==> config.mk <==
export PLATFORM = sky130hd
export DESIGN_NAME = exception_flush_controller
export DESIGN_NICKNAME = d
export VERILOG_FILES = /design/src/rtl/exception_flush_controller.sv
export SDC_FILE = /design/constraint.sdc
export NUM_CORES = 1
export LEC_CHECK = 0
export CAP_MARGIN = 40
export CORE_MARGIN = 1
export CORE_UTILIZATION = 45
export CTS_BUF_LIST = sky130_fd_sc_hd__clkbuf_4
export DETAILED_ROUTE_END_ITERATION = 12
export PLACE_DENSITY = 0.85
export SETUP_SLACK_MARGIN = 0.3
export SYNTH_ARGS = -nofsm -noshare
export SYNTH_HDL_FRONTEND = slang
export SYNTH_SLANG_ARGS = --single-unit
==> constraint.sdc <==
create_clock -name clock -period 3.6 [get_ports clock]
set_input_delay 1.08 -clock clock [delete_from_list [all_inputs] [get_ports clock]]
set_output_delay 1.08 -clock clock [all_outputs]
set_load 0.01 [all_outputs]
==> src/rtl/exception_flush_controller.sv <==
// Pipeline recovery sequencer: flush all stages, then redirect fetch.
// Optional interrupt source enabled by EXCEPTION_FLUSH_INTERRUPT_EN.
module exception_flush_controller #(
  parameter logic [31:0] EXCEPTION_VECTOR = 32'hBFC00380,
  parameter int          FLUSH_CYCLES     = 2
) (
  input  logic        clock,
  input  logic        reset,
  input  logic        wb_exception_valid,
  input  logic        wb_eret,
  input  logic [31:0] cp0_epc,
`ifdef EXCEPTION_FLUSH_INTERRUPT_EN
  input  logic        interrupt_pending,
  output logic        interrupt_ack,
`endif
  output logic        flush,
  output logic        redirect_valid,
  output logic [31:0] redirect_target,
  input  logic        if_accept,
  output logic        busy
);

  typedef enum logic [1:0] {
    IDLE,
    FLUSH,
    REDIRECT
  } state_e;

  localparam logic [3:0] CNT_INIT = 4'(FLUSH_CYCLES - 1);

  state_e      state_q, state_d;
  logic [3:0]  counter_q, counter_d;
  logic [31:0] target_q, target_d;
`ifdef EXCEPTION_FLUSH_INTERRUPT_EN
  logic        ack_q, ack_d;
`endif

  always_comb begin
    state_d   = state_q;
    counter_d = counter_q;
    target_d  = target_q;
`ifdef EXCEPTION_FLUSH_INTERRUPT_EN
    ack_d     = 1'b0;
`endif
    unique case (state_q)
      IDLE: begin
        if (wb_exception_valid) begin
          target_d  = EXCEPTION_VECTOR;
          counter_d = CNT_INIT;
          state_d   = FLUSH;
        end else if (wb_eret) begin
          target_d  = cp0_epc;
          counter_d = CNT_INIT;
          state_d   = FLUSH;
`ifdef EXCEPTION_FLUSH_INTERRUPT_EN
        end else if (interrupt_pending) begin
          target_d  = EXCEPTION_VECTOR;
          counter_d = CNT_INIT;
          ack_d     = 1'b1;
          state_d   = FLUSH;
`endif
        end
      end
      FLUSH: begin
        if (counter_q != 4'd0) begin
          counter_d = counter_q - 4'd1;
        end else begin
          state_d = REDIRECT;
        end
      end
      REDIRECT: begin
        if (if_accept) begin
          state_d = IDLE;
        end
      end
      default: state_d = IDLE;
    endcase
  end

  always_ff @(posedge clock) begin
    if (!reset) begin
      state_q   <= IDLE;
      counter_q <= 4'd0;
      target_q  <= 32'd0;
`ifdef EXCEPTION_FLUSH_INTERRUPT_EN
      ack_q     <= 1'b0;
`endif
    end else begin
      state_q   <= state_d;
      counter_q <= counter_d;
      target_q  <= target_d;
`ifdef EXCEPTION_FLUSH_INTERRUPT_EN
      ack_q     <= ack_d;
`endif
    end
  end

  // Outputs decode from state only; no input reaches them combinationally.
  assign flush           = (state_q == FLUSH);
  assign redirect_valid  = (state_q == REDIRECT);
  assign redirect_target = redirect_valid ? target_q : 32'd0;
  assign busy            = (state_q != IDLE);
`ifdef EXCEPTION_FLUSH_INTERRUPT_EN
  assign interrupt_ack   = ack_q;
`endif

endmodule

==> results of run 1 <==
kinds of logic after synthesis:
kind of cell / synth area share
AO/OA/AOI/OAI: 0.283
AND/OR/NAND/NOR: 0.185
flip-flops: 0.461
adder cells (fa/ha/maj): 0.0152
buffers and inverters: 0.0561
metrics by stage:
step           instances  utilization
2_1_floorplan        165            -
3_3_place_gp         272        0.698
3_5_place_dp         272        0.698
4_1_cts              280        0.715
5_1_grt              283        0.721
6_report             283        0.721
critical path, cell delays in order, from the launching register on:
cell	delay [ns]
dfxtp_1	0.40
or2b_1	0.35
clkinvlp_4	0.10
buf_4	0.20
and2_1	0.15
clkdlybuf4s50_1	0.55
cell usage after synthesis, drive strengths merged (2+ instances only):
library cell | count | area [um2]
dfxtp | 38 | 761
and2 | 32 | 200
a22o | 20 | 175
a21o | 12 | 90.1
o311a | 12 | 120
buf | 8 | 47.5
clkbuf | 6 | 22.5
inv | 6 | 22.5
o21ai | 5 | 25.0
a21oi | 3 | 15.0
nand2 | 3 | 13.8
ha | 2 | 25.0
nor2 | 2 | 15.0
nor3 | 2 | 10.0
or4 | 2 | 15.0
layout make-up:
cell class / instances / area [um2] / area share
Clock buffer: 6 / 45.0 / 0.0183
Clock inverter: 2 / 8.76 / 0.00356
Inverter: 6 / 26.3 / 0.0107
Multi-Input combinational cell: 107 / 802 / 0.326
Sequential cell: 38 / 761 / 0.309
Tap cell: 46 / 57.6 / 0.0234
Timing Repair Buffer: 77 / 756 / 0.307
Timing Repair inverter: 1 / 7.51 / 0.00305
flip-flops by register name, indices dropped and copies added, names as in the netlist:
signal     cells
counter_q      4
state_q        2
target_q      32
final timing paths:
kind,endpoint,slack [ns],cells after the start
min,target_q[18],0.48,1
max reg2reg,counter_q[1],2.00,5
max,redirect_target[8],0.44,5
min reg2reg,target_q[18],0.48,1
what timing repair did:
action	4_1_cts	5_1_grt
setup endpoints to repair	33	32
gates resized for setup	1	1
setup buffers	0	2
cloned	0	1
report_power, final:
group	internal (W)	leakage (nW)	switching [W]
combinational	0.000133	0.663	0.000123
clock	0.0000809	0.0331	0.000134
sequential	0.000461	0.312	0.0000219
total	0.000675	1.01	0.000279
metal layers:
layer / global-route usage / up-vias / wire [um]
li1: - / 738 / -
met1: 0.230 / 709 / 1700
met2: 0.432 / 52 / 2240
met3: 0.0766 / 6 / 251
met4: 0.0698 / 0 / 47
met5: 0 / - / 0
==> out/summary.md, run 1 <==
Status
• status: finished, final reports clean

Worst hold path
• hold_sp: target_q[18]
• class of the tightest hold or removal check: flip-flop to flip-flop

Synthesis
• proportion of synthesized chip area in sequential cells: 0.461
• synthesized netlist net count: 204
• cell area after technology mapping: 1650 um2
• Cell variety after synth: 30
• share of flip-flops with an asynchronous set or reset: 0
• warning count from the yosys run: 0
• number of enable flip-flop cells after synthesis: 0
• average footprint of a synthesized cell: 10.0 um2
• dominant synthesized flop cell: dfxtp_1
• Seq cells post-synth: 38
• cell count after synthesis: 165

Layout
• number of nets in the finished design: 275
• synthesis-to-layout area growth: 49.3%
• post-route standard cell area excluding fillers: 2460 um2
• commonest non-fill, non-tap cells in the layout: 71 x clkdlybuf4s50_1, 38 x dfxtp_1, 32 x and2_1
• proportion of layout cells with a drive suffix above 1: 0.0886
• most common library cell in the layout ignoring fill and taps: clkdlybuf4s50_1
• number of filler cells placed in the layout: 269
• antenna fix cells: 0

Timing
• total setup violations reported at the end of the flow: 0
• setup TNS: 0 ns
• final worst-path setup slack: 0.437 ns
• post-route clock skew: 0.00407 ns
• period utilisation layout: 0.878
• remaining max-slew budget at the tightest pin: 0.400
• final slew viol count: 0
• worst hold slack: 0.484 ns
• hold violation count in the final report: 0
• upper clock frequency limit: 316 MHz
• unrepaired setup endpoints after global routing: true
• Worst Tran Pin Value: 0.895 ns
• crit path time final: 3.16 ns

Place
• HPWL Detailed: 2.95 mm
• placed inst area: 2380 um2
• Post-Place Worst Slack: 0.540 ns
• buffers added on ports: 71
• placer's final routability congestion estimate: 0.735

Global route
• number of global-route vias before repair: 1,517
• combined global-route utilization of all metal layers: 0.227
• largest net degree at the start of global routing: 34
• Remaining Overflow, GRT: 0
• initial antenna violation count: 0
• global-route wire length before repair: 6.91 mm

Drt
• initial detailed-routing violation count: 80
• total via count in the routed design: 1,505
• final wirelength: 4.24 mm
• detailed-router iteration count before antenna repair: 4
• average wire per cell in the routed design: 15.0 um
• DR vias/cell: 5.32
• remaining antenna violation count: 0
• number of design rule violations left after detail routing: 0

Pwr
• leakage dissipation: 1.01 nW
• areal power density over the cells: 387 nW/um2
• Max VDD drop: 243 uV
• total power draw: 0.000954 W

Clock network
• H-tree depth: 2
• Clock transition at path regs: 0.11 ns
• TritonCTS clock tree: built
• worst skew pair latency: 0.34 ns
• TritonCTS Buffers: 5
• Max clock buf depth: 2
• number of hold-repair buffers added at the cts stage: 0
• Root Buffer Master: clkbuf_4
• clock sink count: 38

Critical path
• worst setup path startpoint: state_q[1]
• data required time of the critical path: 2.52 ns
• launch instance of the worst register-to-register path: counter_q[0]
• data arrival time of the critical path: 2.08 ns
• path type of the worst setup path: flip-flop to output port
• critical path peak fanout: 17
• capturing element type of the critical path: output port
• crit path launch type: flip-flop

Floorplan
• Die Height: 62.6 um
• Die Width: 62.6 um
• Row Count: 21
• starting density of the core: 0.483
• area inside the core boundary: 3420 um2
• top-level I/O count: 72
• full die area: 3910 um2

Flow run
• maximum capacitance violations: 0

(Power assumes the default switching activity.)
==> run 2, diff against run 1 <==
Settings changed: CORE_UTILIZATION 45 to 39, PLACE_DENSITY 0.85 to 0.78.
Clock period 3.6 ns to 2.8 ns, I/O delays scaled along.
==> run 2 against run 1 <==
  * Non-clock buffer count up 6
  * Power up 33%
  * Critical endpoint is now redirect_target[23]
  * Final area up 2.3%
  * Setup slack worse by 0.11 ns
  * Highest routed layer unchanged
  * Largest power group unchanged
==> out/summary.md, run 2 (synthesized netlist as in run 1, its figures left out) <==
Clock network
• Root Buffer Master: clkbuf_4, unchanged
• H-tree depth: 2, unchanged
• TritonCTS clock tree: built, unchanged
• worst skew pair latency: 0.34 ns, about the same
• TritonCTS Buffers: 5, unchanged
• Max clock buf depth: 2, unchanged
• Clock transition at path regs: 0.12 ns, was 0.11 ns
• clock sink count: 38, unchanged

Pwr
• Max VDD drop: 324 uV, was 243 uV
• areal power density over the cells: 503 nW/um2, was 387 nW/um2
• leakage dissipation: 1.16 nW, was 1.01 nW

Worst hold path
• class of the tightest hold or removal check: flip-flop to flip-flop, unchanged
• hold_sp: target_q[0], was target_q[18]
• Min-Delay Endpoint: target_q[0], was target_q[18]
• number of cells on the worst hold path: 1, unchanged

Global route
• initial antenna violation count: 0, unchanged
• largest net degree at the start of global routing: 21, was 34
• global-route wire length before repair: 6.33 mm, was 6.91 mm
• number of global-route vias before repair: 1,287, was 1,517
• combined global-route utilization of all metal layers: 0.189, was 0.227
• Remaining Overflow, GRT: 0, unchanged

Critical path
• cell-by-cell trace of the critical path: or2b_1 > inv_2 > buf_12 > and2_1 > dlygate4sd2_1, was or2b_1 > clkinvlp_4 > buf_4 > and2_1 > clkdlybuf4s50_1
• launch instance of the worst register-to-register path: counter_q[0], unchanged
• slack of the worst reg-to-reg path: 1.27 ns, was 2.00 ns
• capturing element type of the critical path: output port, unchanged
• reg2reg path depth: 5, unchanged
• slowest stage delay, CP: 0.37 ns, was 0.55 ns
• crit path launch type: flip-flop, unchanged
• Critical Path Slowest Stage Cell: dfxtp_4, was clkdlybuf4s50_1
• data required time of the critical path: 1.96 ns, was 2.52 ns
• data arrival time of the critical path: 1.63 ns, was 2.08 ns
• path type of the worst setup path: flip-flop to output port, unchanged
• capture point of the worst reg-to-reg path: counter_q[1], unchanged
• critical path peak fanout: 17, unchanged

Layout
• number of filler cells placed in the layout: 354, was 269
• number of flip-flops under the largest register name: 32, unchanged
• proportion of layout cells with a drive suffix above 1: 0.207, was 0.0886
• most common library cell in the layout ignoring fill and taps: clkdlybuf4s50_1, unchanged
• synthesis-to-layout area growth: 52.7%, was 49.3%
• commonest non-fill, non-tap cells in the layout: 37 x clkdlybuf4s50_1, 36 x dfxtp_1, 32 x and2_1, was 71 x clkdlybuf4s50_1, 38 x dfxtp_1, 32 x and2_1
• Largest regs: target_q: 32 flops, counter_q: 4 flops, state_q: 2 flops, unchanged
• post-route standard cell area excluding fillers: 2520 um2, was 2460 um2
• antenna fix cells: 0, unchanged
• number of nets in the finished design: 280, was 275
• register name with the most flops: target_q, unchanged
• Non-Filler Instances: 292, was 283

Flow run
• maximum capacitance violations: 0, unchanged

Timing
• setup TNS: 0 ns, unchanged
• Worst Tran Pin Value: 0.465 ns, was 0.895 ns
• upper clock frequency limit: 405 MHz
• final slew viol count: 0, unchanged
• unrepaired setup endpoints after global routing: true, unchanged
• hold violation count in the final report: 0, unchanged
• final worst-path setup slack: 0.329 ns, was 0.437 ns
• post-route clock skew: 0.00527 ns, was 0.00407 ns
• crit path time final: 2.47 ns
• remaining max-slew budget at the tightest pin: 0.689, was 0.400
• period utilisation layout: 0.883
• total setup violations reported at the end of the flow: 0, unchanged
• worst hold slack: 0.483 ns, was 0.484 ns

Status
• status: finished, final reports clean, unchanged

Drt
• number of design rule violations left after detail routing: 0, unchanged
• initial detailed-routing violation count: 74, was 80
• total via count in the routed design: 1,504, was 1,505
• DR vias/cell: 5.15, was 5.32
• remaining antenna violation count: 0, unchanged
• detailed-router iteration count before antenna repair: 4, unchanged
• final wirelength: 4.23 mm, was 4.24 mm
• average wire per cell in the routed design: 14.5 um, was 15.0 um

Place
• total instance count after detailed placement: 279, was 272
• Post-Place Worst Slack: 0.388 ns, was 0.540 ns
• placed inst area: 2420 um2, was 2380 um2
• buffers added on ports: 71, unchanged
• HPWL Detailed: 2.67 mm, was 2.95 mm
• placer's final routability congestion estimate: 0.842, was 0.735

Floorplan
• full die area: 4500 um2, was 3910 um2
• Die Height: 67.1 um, was 62.6 um
• Die Width: 67.1 um, was 62.6 um
• starting density of the core: 0.410, was 0.483
• Row Count: 23, was 21
• top-level I/O count: 72, unchanged
• area inside the core boundary: 4030 um2, was 3420 um2

-- run 2: worst max path at each step --
stage                     from             endpoint  slack [ns]  cells past startpoint
floorplan           state_q[1]  redirect_target[10]        0.86                      4
CTS                 state_q[0]  redirect_target[19]         0.1                      5
global placement    state_q[1]  redirect_target[19]        0.40                      5
detailed placement  state_q[1]  redirect_target[23]        0.39                      5
finish              state_q[0]  redirect_target[23]        0.33                      5
global route        state_q[0]  redirect_target[17]        0.26                      5
-- run 2: worst max-delay path: cells and delay by family (launching register included) --
kind | cells | cell delay (ns)
buf+inv | 3 | 0.55
flops | 1 | 0.37
simple gates | 2 | 0.38
-- run 2: layer usage --
layer | part of all wire | up-vias | GRT usage
met2 | 0.47 | 39 | 0.273
met1 | 0.47 | 708 | 0.266
met5 | 0 | - | 0
li1 | - | 752 | -
met3 | 0.045 | 5 | 0.0531
met4 | 0.0069 | 0 | 0.0638
-- run 2: cell type report --
| cell class | count | area, um2 | area share |
|---|---|---|---|
| repair buffers | 83 | 808 | 0.321 |
| multi-input cells | 107 | 802 | 0.318 |
| flip-flops and latches | 38 | 766 | 0.304 |
| well taps | 50 | 62.6 | 0.0248 |
| clock buffers | 6 | 45.0 | 0.0179 |
| inverters | 6 | 22.5 | 0.00894 |
| clock inverters | 2 | 13.8 | 0.00546 |
-- run 2: report_power, final --
group	switching (W)	total (W)	internal (W)
clock	0.000188	0.000297	0.000108
sequential	0.0000249	0.000619	0.000594
combinational	0.000164	0.000352	0.000188
total	0.000377	0.00127	0.000890
-- run 2: stage by stage --
step / power [W] / util
floorplan: 0.000822 / -
global placement: 0.000958 / 0.602
detailed placement: 0.000964 / 0.602
CTS: 0.00127 / 0.626
global route: 0.00134 / 0.625
finish: 0.00127 / 0.625
-- run 2: repair_timing --
action                                 in CTS  in global routing
endpoints found under the hold margin       0                  0
buffers inserted                            1                  2
cloned                                      1                  1
setup endpoints to repair                  33                 24
hold buffers                                0                  0
resized for setup                          65                 18
==> RTL edit 1, RTL diff (flow settings as in run 2) <==
Add a define of `EXCEPTION_FLUSH_INTERRUPT_EN`.
--- a/src/rtl/exception_flush_controller.sv
+++ b/src/rtl/exception_flush_controller.sv
@@ -1,5 +1,7 @@
 // Pipeline recovery sequencer: flush all stages, then redirect fetch.
 // Optional interrupt source enabled by EXCEPTION_FLUSH_INTERRUPT_EN.
+`define EXCEPTION_FLUSH_INTERRUPT_EN
+
 module exception_flush_controller #(
   parameter logic [31:0] EXCEPTION_VECTOR = 32'hBFC00380,
   parameter int          FLUSH_CYCLES     = 2
Ports: changed (added interrupt_ack and interrupt_pending); port bits go from 72 to 74. No check against the original RTL was run, so the function may have changed too.
==> RTL edit 1 against run 2 <==
  * Final area increased by 2.9%
  * Global-route usage decreased by 2.4 points
  * Sequential cell count increased by 1
  * Maximum frequency decreased by 2.9%
  * Routed wire length decreased by 9.3%
  * Setup slack got worse by 0.073 ns
  * Sequential share of layout area decreased by 0.22 points
  * Clock skew increased by 0.0033 ns
  * Synthesized area increased by 1.1%
  * Total power decreased by 3.3%
  * First-iteration DRC count unchanged
==> RTL edit 1: results <==
metrics = {
    "run_status": {
        "status": "completed",
    },
    "global_route": {
        "grt_pass1_wl_um": 5550,
        "grt_pass1_vias": 1249,
        "grt_max_degree": 31,
        "grt_util_all_layers": 0.165,
    },
    "yosys": {
        "ys_top_cells_by_area": "dfxtp_1, and2_1, a22o_1",
        "ys_top_cells_by_count": "dfxtp_1, and2_1, a22o_1, nor2_1, o2bb2ai_2",
        "syn-num-nets": 204,
        "synth_async_sr_flop_share": 0,
        "ys_seq_area_frac": 0.468,
        "ys_types": 28,
    },
    "timing": {
        "clock_skew_ns": 0.00855,
        "timing.hold.ws_ns": 0.468,
        "max_slew_margin": 0.548,
    },
    "power_and_ir_drop": {
        "ir_drop_mv": 0.314,
        "p_leak_nw": 1.38,
    },
    "worst_setup_path": {
        "worstPathArrival_ns": 1.70,
        "ff2ff_setup_slack_ns": 1.12,
        "crit_path_start": "state_q[0]$_SDFFE_PN0P_",
        "reg2reg_depth": 5,
        "r2r_end": "state_q[0]$_SDFFE_PN0P_",
        "critical_path_peak_fanout": 9,
    },
    "cts": {
        "cts_buffer_depth": 2,
        "numCtsBuffers": 5,
        "hold_buffers": 0,
        "clk_pin_slew_ns": 0.11,
    },
    "detailed_routing": {
        "routed_wl_um": 3840,
        "first_pass_iters": 4,
        "viasPerCell": 4.87,
    },
    "placed_design": {
        "placed_cell_area_mm2": 0.00245,
        "io_buffers": 73,
        "hpwl_um": 2570,
        "place_congestion": 0.750,
    },
    "hold_path": {
        "min_to": "target_q[8]$_SDFFE_PN0P_",
        "hold_class": "register to register",
        "min-delay-start": "target_q[8]$_SDFFE_PN0P_",
    },
    "finish": {
        "fin_nets": 282,
        "drive_gt1_frac": 0.128,
    },
}
[RTL edit 1: changes by cell type in the layout (fill, tap and decap cells not counted), moves of 2 or more]
cell             delta
a21o_1             -12
clkbuf_2            -6
o2bb2ai_1           +2
clkdlybuf4s15_2    -14
dlymetal6s2s_1     +15
dlygate4sd2_1       +2
clkdlybuf4s50_1     +6
o311a_1            -12
o21ai_0             -2
o2bb2ai_2          +10
nor2_1             +13
clkinv_1            +2
nand2b_1            +2
dfxtp_1             +2
[RTL edit 1: critical path, stage by stage, from the launching register on]
cell             delay [ns]
dfxtp_1                0.36
nor2b_4                0.19
buf_12                 0.14
and2_1                 0.13
clkdlybuf4s50_1        0.53
[RTL edit 1: layout make-up]
type                       instances  area, um^2
multi-input combinational        107         811
clock buffer                       6        45.0
inverter                           6        22.5
clock inverter                     2        7.51
sequential                        39         782
timing repair buffer              83         862
fill                             334        1470
tap                               50        62.6
[RTL edit 1: worst max path at each step]
stage                     cells past startpoint  slack (ns)             endpoint
final                                         4        0.26  redirect_target[16]
after global routing                          4        0.19  redirect_target[16]
after CTS                                     4        0.22  redirect_target[14]
after detailed placement                      4        0.47   redirect_target[8]
after global placement                        4        0.51   redirect_target[8]
after floorplan                               3        0.89  redirect_target[22]
[RTL edit 1: routing by layer]
layer | vias to the layer above | wire, um | GRT usage
met1 | 628 | 1880 | 0.212
met3 | 7 | 381 | 0.0693
li1 | 724 | - | -
met2 | 67 | 1520 | 0.244
met4 | 0 | 52 | 0.0638
met5 | - | 0 | 0
[RTL edit 1: power by group]
| group | switching (mW) | total, mW | internal, mW |
|---|---|---|---|
| combinational | 0.134 | 0.299 | 0.165 |
| clock | 0.176 | 0.278 | 0.103 |
| sequential | 0.0348 | 0.648 | 0.613 |
| total | 0.345 | 1.23 | 0.880 |
[RTL edit 1: logic make-up after synthesis]
kind of cell    after synthesis  synth area share
fa+ha+maj                     2            0.0150
compound gates               44             0.251
buf+inv                      18            0.0533
simple gates                 61             0.212
flops                        39             0.468
[RTL edit 1: metrics by stage]
stage          utilization  setup WS (ns)  total power [mW]  instances
2_1_floorplan            -          0.886             0.823        164
3_3_place_gp         0.604          0.512             0.941        280
3_5_place_dp         0.604          0.469             0.946        280
4_1_cts              0.616          0.225              1.22        289
5_1_grt              0.639          0.190              1.29        293
6_report             0.639          0.255              1.23        293
[RTL edit 1: timing repair]
action,4_1_cts,5_1_grt
setup buffers,1,3
endpoints found under the setup margin,33,22
cloned,0,1
gates resized for setup,14,18
==> RTL edit 2, RTL diff (flow settings as in run 2) <==
Made on the original files. Add an input register stage for `wb_exception_valid`, `wb_eret`, `cp0_epc` and `if_accept`, without a reset; this delays them by one clock.
--- a/src/rtl/exception_flush_controller.sv
+++ b/src/rtl/exception_flush_controller.sv
@@ -28,6 +28,18 @@
 
   localparam logic [3:0] CNT_INIT = 4'(FLUSH_CYCLES - 1);
 
+  logic wb_exception_valid_q;
+  logic wb_eret_q;
+  logic [31:0] cp0_epc_q;
+  logic if_accept_q;
+
+  always_ff @(posedge clock) begin
+    wb_exception_valid_q <= wb_exception_valid;
+    wb_eret_q            <= wb_eret;
+    cp0_epc_q            <= cp0_epc;
+    if_accept_q          <= if_accept;
+  end
+
   state_e      state_q, state_d;
   logic [3:0]  counter_q, counter_d;
   logic [31:0] target_q, target_d;
@@ -44,12 +56,12 @@
 `endif
     unique case (state_q)
       IDLE: begin
-        if (wb_exception_valid) begin
+        if (wb_exception_valid_q) begin
           target_d  = EXCEPTION_VECTOR;
           counter_d = CNT_INIT;
           state_d   = FLUSH;
-        end else if (wb_eret) begin
-          target_d  = cp0_epc;
+        end else if (wb_eret_q) begin
+          target_d  = cp0_epc_q;
           counter_d = CNT_INIT;
           state_d   = FLUSH;
 `ifdef EXCEPTION_FLUSH_INTERRUPT_EN
@@ -69,7 +81,7 @@
         end
       end
       REDIRECT: begin
-        if (if_accept) begin
+        if (if_accept_q) begin
           state_d = IDLE;
         end
       end
Check against the original RTL: not equivalent (a bounded check fails within 4 cycles, from zero or initial values and one cycle with reset low).
==> RTL edit 2 against run 2 <==
  * Sequential cell count rose by 35
  * Sequential share of layout area rose by 14 points
  * Routed wire length rose by 9.2%
  * Combinational power fell by 11%
  * Count of clock-buffer cells in the layout rose by 5
  * Critical path depth fell by 2
  * Synthesized area rose by 42%
  * Total power rose by 81%
  * Sequential power rose by 87%
  * Final area rose by 31%
  * Setup slack got worse by 0.022 ns
  * Clock skew rose by 0.0058 ns
  * Worst hold slack got worse by 0.033 ns
  * Global-route usage fell by 2.1 points
  * Largest power group unchanged
  * Highest routed layer unchanged
==> RTL edit 2: results <==
metrics = {
    "yosys": {
        "synth_async_sr_flop_share": 0,
        "ys_top_cells_by_area": "dfxtp_1, and2_1, a22o_1",
        "syn-num-nets": 252,
        "ys_seq_area_frac": 0.626,
        "ys_types": 25,
        "synth-main-ff-cell": "dfxtp_1",
        "ys_top_cells_by_count": "dfxtp_1, and2_1, a22o_1, a21oi_1, nor2_1",
    },
    "global_route": {
        "antenna_found_initial": 0,
        "grt_pass1_vias": 1659,
        "grt_pass1_wl_um": 7870,
        "grt_util_all_layers": 0.168,
        "grt_max_degree": 27,
    },
    "finish": {
        "drive_gt1_frac": 0.146,
        "fin_nets": 329,
        "num_antenna_cells": 0,
        "reg.largest.list": "cp0_epc_q (32), target_q (32), counter_q (4)",
        "fillers": 502,
    },
    "worst_setup_path": {
        "r2r_end": "target_q[28]$_SDFFE_PN0P_",
        "worstPathArrival_ns": 1.65,
        "crit_path_start": "state_q[1]$_SDFFE_PN0P_",
        "ff2ff_setup_slack_ns": 1.10,
        "critical_path_peak_fanout": 9,
        "reg2reg_depth": 4,
        "r2r_start": "wb_exception_valid_q$_DFF_P_",
    },
    "run_status": {
        "status": "completed",
    },
    "timing": {
        "timing.hold.ws_ns": 0.450,
        "clock_skew_ns": 0.0111,
        "max_slew_margin": 0.621,
    },
    "placed_design": {
        "io_buffers": 71,
        "hpwl_um": 3050,
        "place_congestion": 0.772,
    },
    "cts": {
        "insertion_delay_ns": 0.41,
        "htreeDepth": 3,
        "cts_buffer_depth": 2,
        "numCtsBuffers": 9,
    },
    "power_and_ir_drop": {
        "ir_drop_mv": 0.390,
        "p_leak_nw": 1.46,
        "p_int_mw": 1.75,
    },
    "detailed_routing": {
        "drc": 0,
        "routed_wl_um": 4620,
        "drtIter0Drc": 123,
        "viasPerCell": 4.76,
    },
    "hold_path": {
        "hold_class": "register to register",
        "min_to": "target_q[6]$_SDFFE_PN0P_",
        "min-delay-start": "cp0_epc_q[6]$_DFF_P_",
    },
}
## RTL edit 2: kinds of logic after synthesis
group / synth area share
compound gates: 0.177
fa+ha+maj: 0.0107
buf+inv: 0.0418
flops: 0.626
simple gates: 0.145
## RTL edit 2: per-stage QoR
step | power (mW) | instances | instance area (um^2) | setup slack [ns] | util
2_1_floorplan | 1.35 | 213 | 2340 | 0.899 | -
3_3_place_gp | 1.47 | 347 | 3120 | 0.467 | 0.553
3_5_place_dp | 1.48 | 347 | 3120 | 0.441 | 0.553
4_1_cts | 2.31 | 366 | 3310 | 0.218 | 0.586
5_1_grt | 2.42 | 367 | 3290 | 0.208 | 0.584
6_report | 2.29 | 367 | 3290 | 0.307 | 0.584
## RTL edit 2: worst max path at each step
stage / slack, ns / cells past startpoint / to
final: 0.31 / 3 / flush
after global routing: 0.21 / 3 / flush
after CTS: 0.22 / 6 / redirect_target[22]
after detailed placement: 0.44 / 5 / target_q[12]$_SDFFE_PN0P_
after global placement: 0.47 / 5 / redirect_target[20]
after floorplan: 0.90 / 4 / redirect_target[22]
## RTL edit 2: critical path, stage by stage, from the launching register on
cell and delay (ns):
dfxtp_2 0.37, nand2b_2 0.25, inv_1 0.10, clkdlybuf4s50_1 0.53
## RTL edit 2: area by class of cell
| class | count | share of cell area |
|---|---|---|
| Sequential cell | 73 | 0.445 |
| Multi-Input combinational cell | 118 | 0.242 |
| Timing Repair Buffer | 81 | 0.221 |
| Clock inverter | 5 | 0.0315 |
| Tap cell | 72 | 0.0273 |
| Clock buffer | 11 | 0.0251 |
| Inverter | 7 | 0.00798 |
## RTL edit 2: what timing repair did
action                                  in CTS  in global routing
endpoints found under the setup margin      34                 12
resized for setup                           41                 21
cloned                                       1                  0
buffers inserted                             2                  1
hold endpoints to repair                     0                  0
## RTL edit 2: power by group through the flow
stage          Sequential [mW]  Combinational (mW)  Clock, mW
4_1_cts                   1.16               0.308      0.842
3_5_place_dp              1.18               0.300          0
3_3_place_gp              1.18               0.292          0
2_1_floorplan             1.17               0.179          0
5_1_grt                   1.17               0.345      0.901
6_report                  1.16               0.313      0.820
## RTL edit 2: per-layer routing
metal  up-vias  track usage  part of all wire
li1        899            -                 -
met1       781        0.210              0.45
met2        59        0.255              0.48
met3         9       0.0686             0.063
met4         0       0.0673            0.0076
met5         -            0                 0
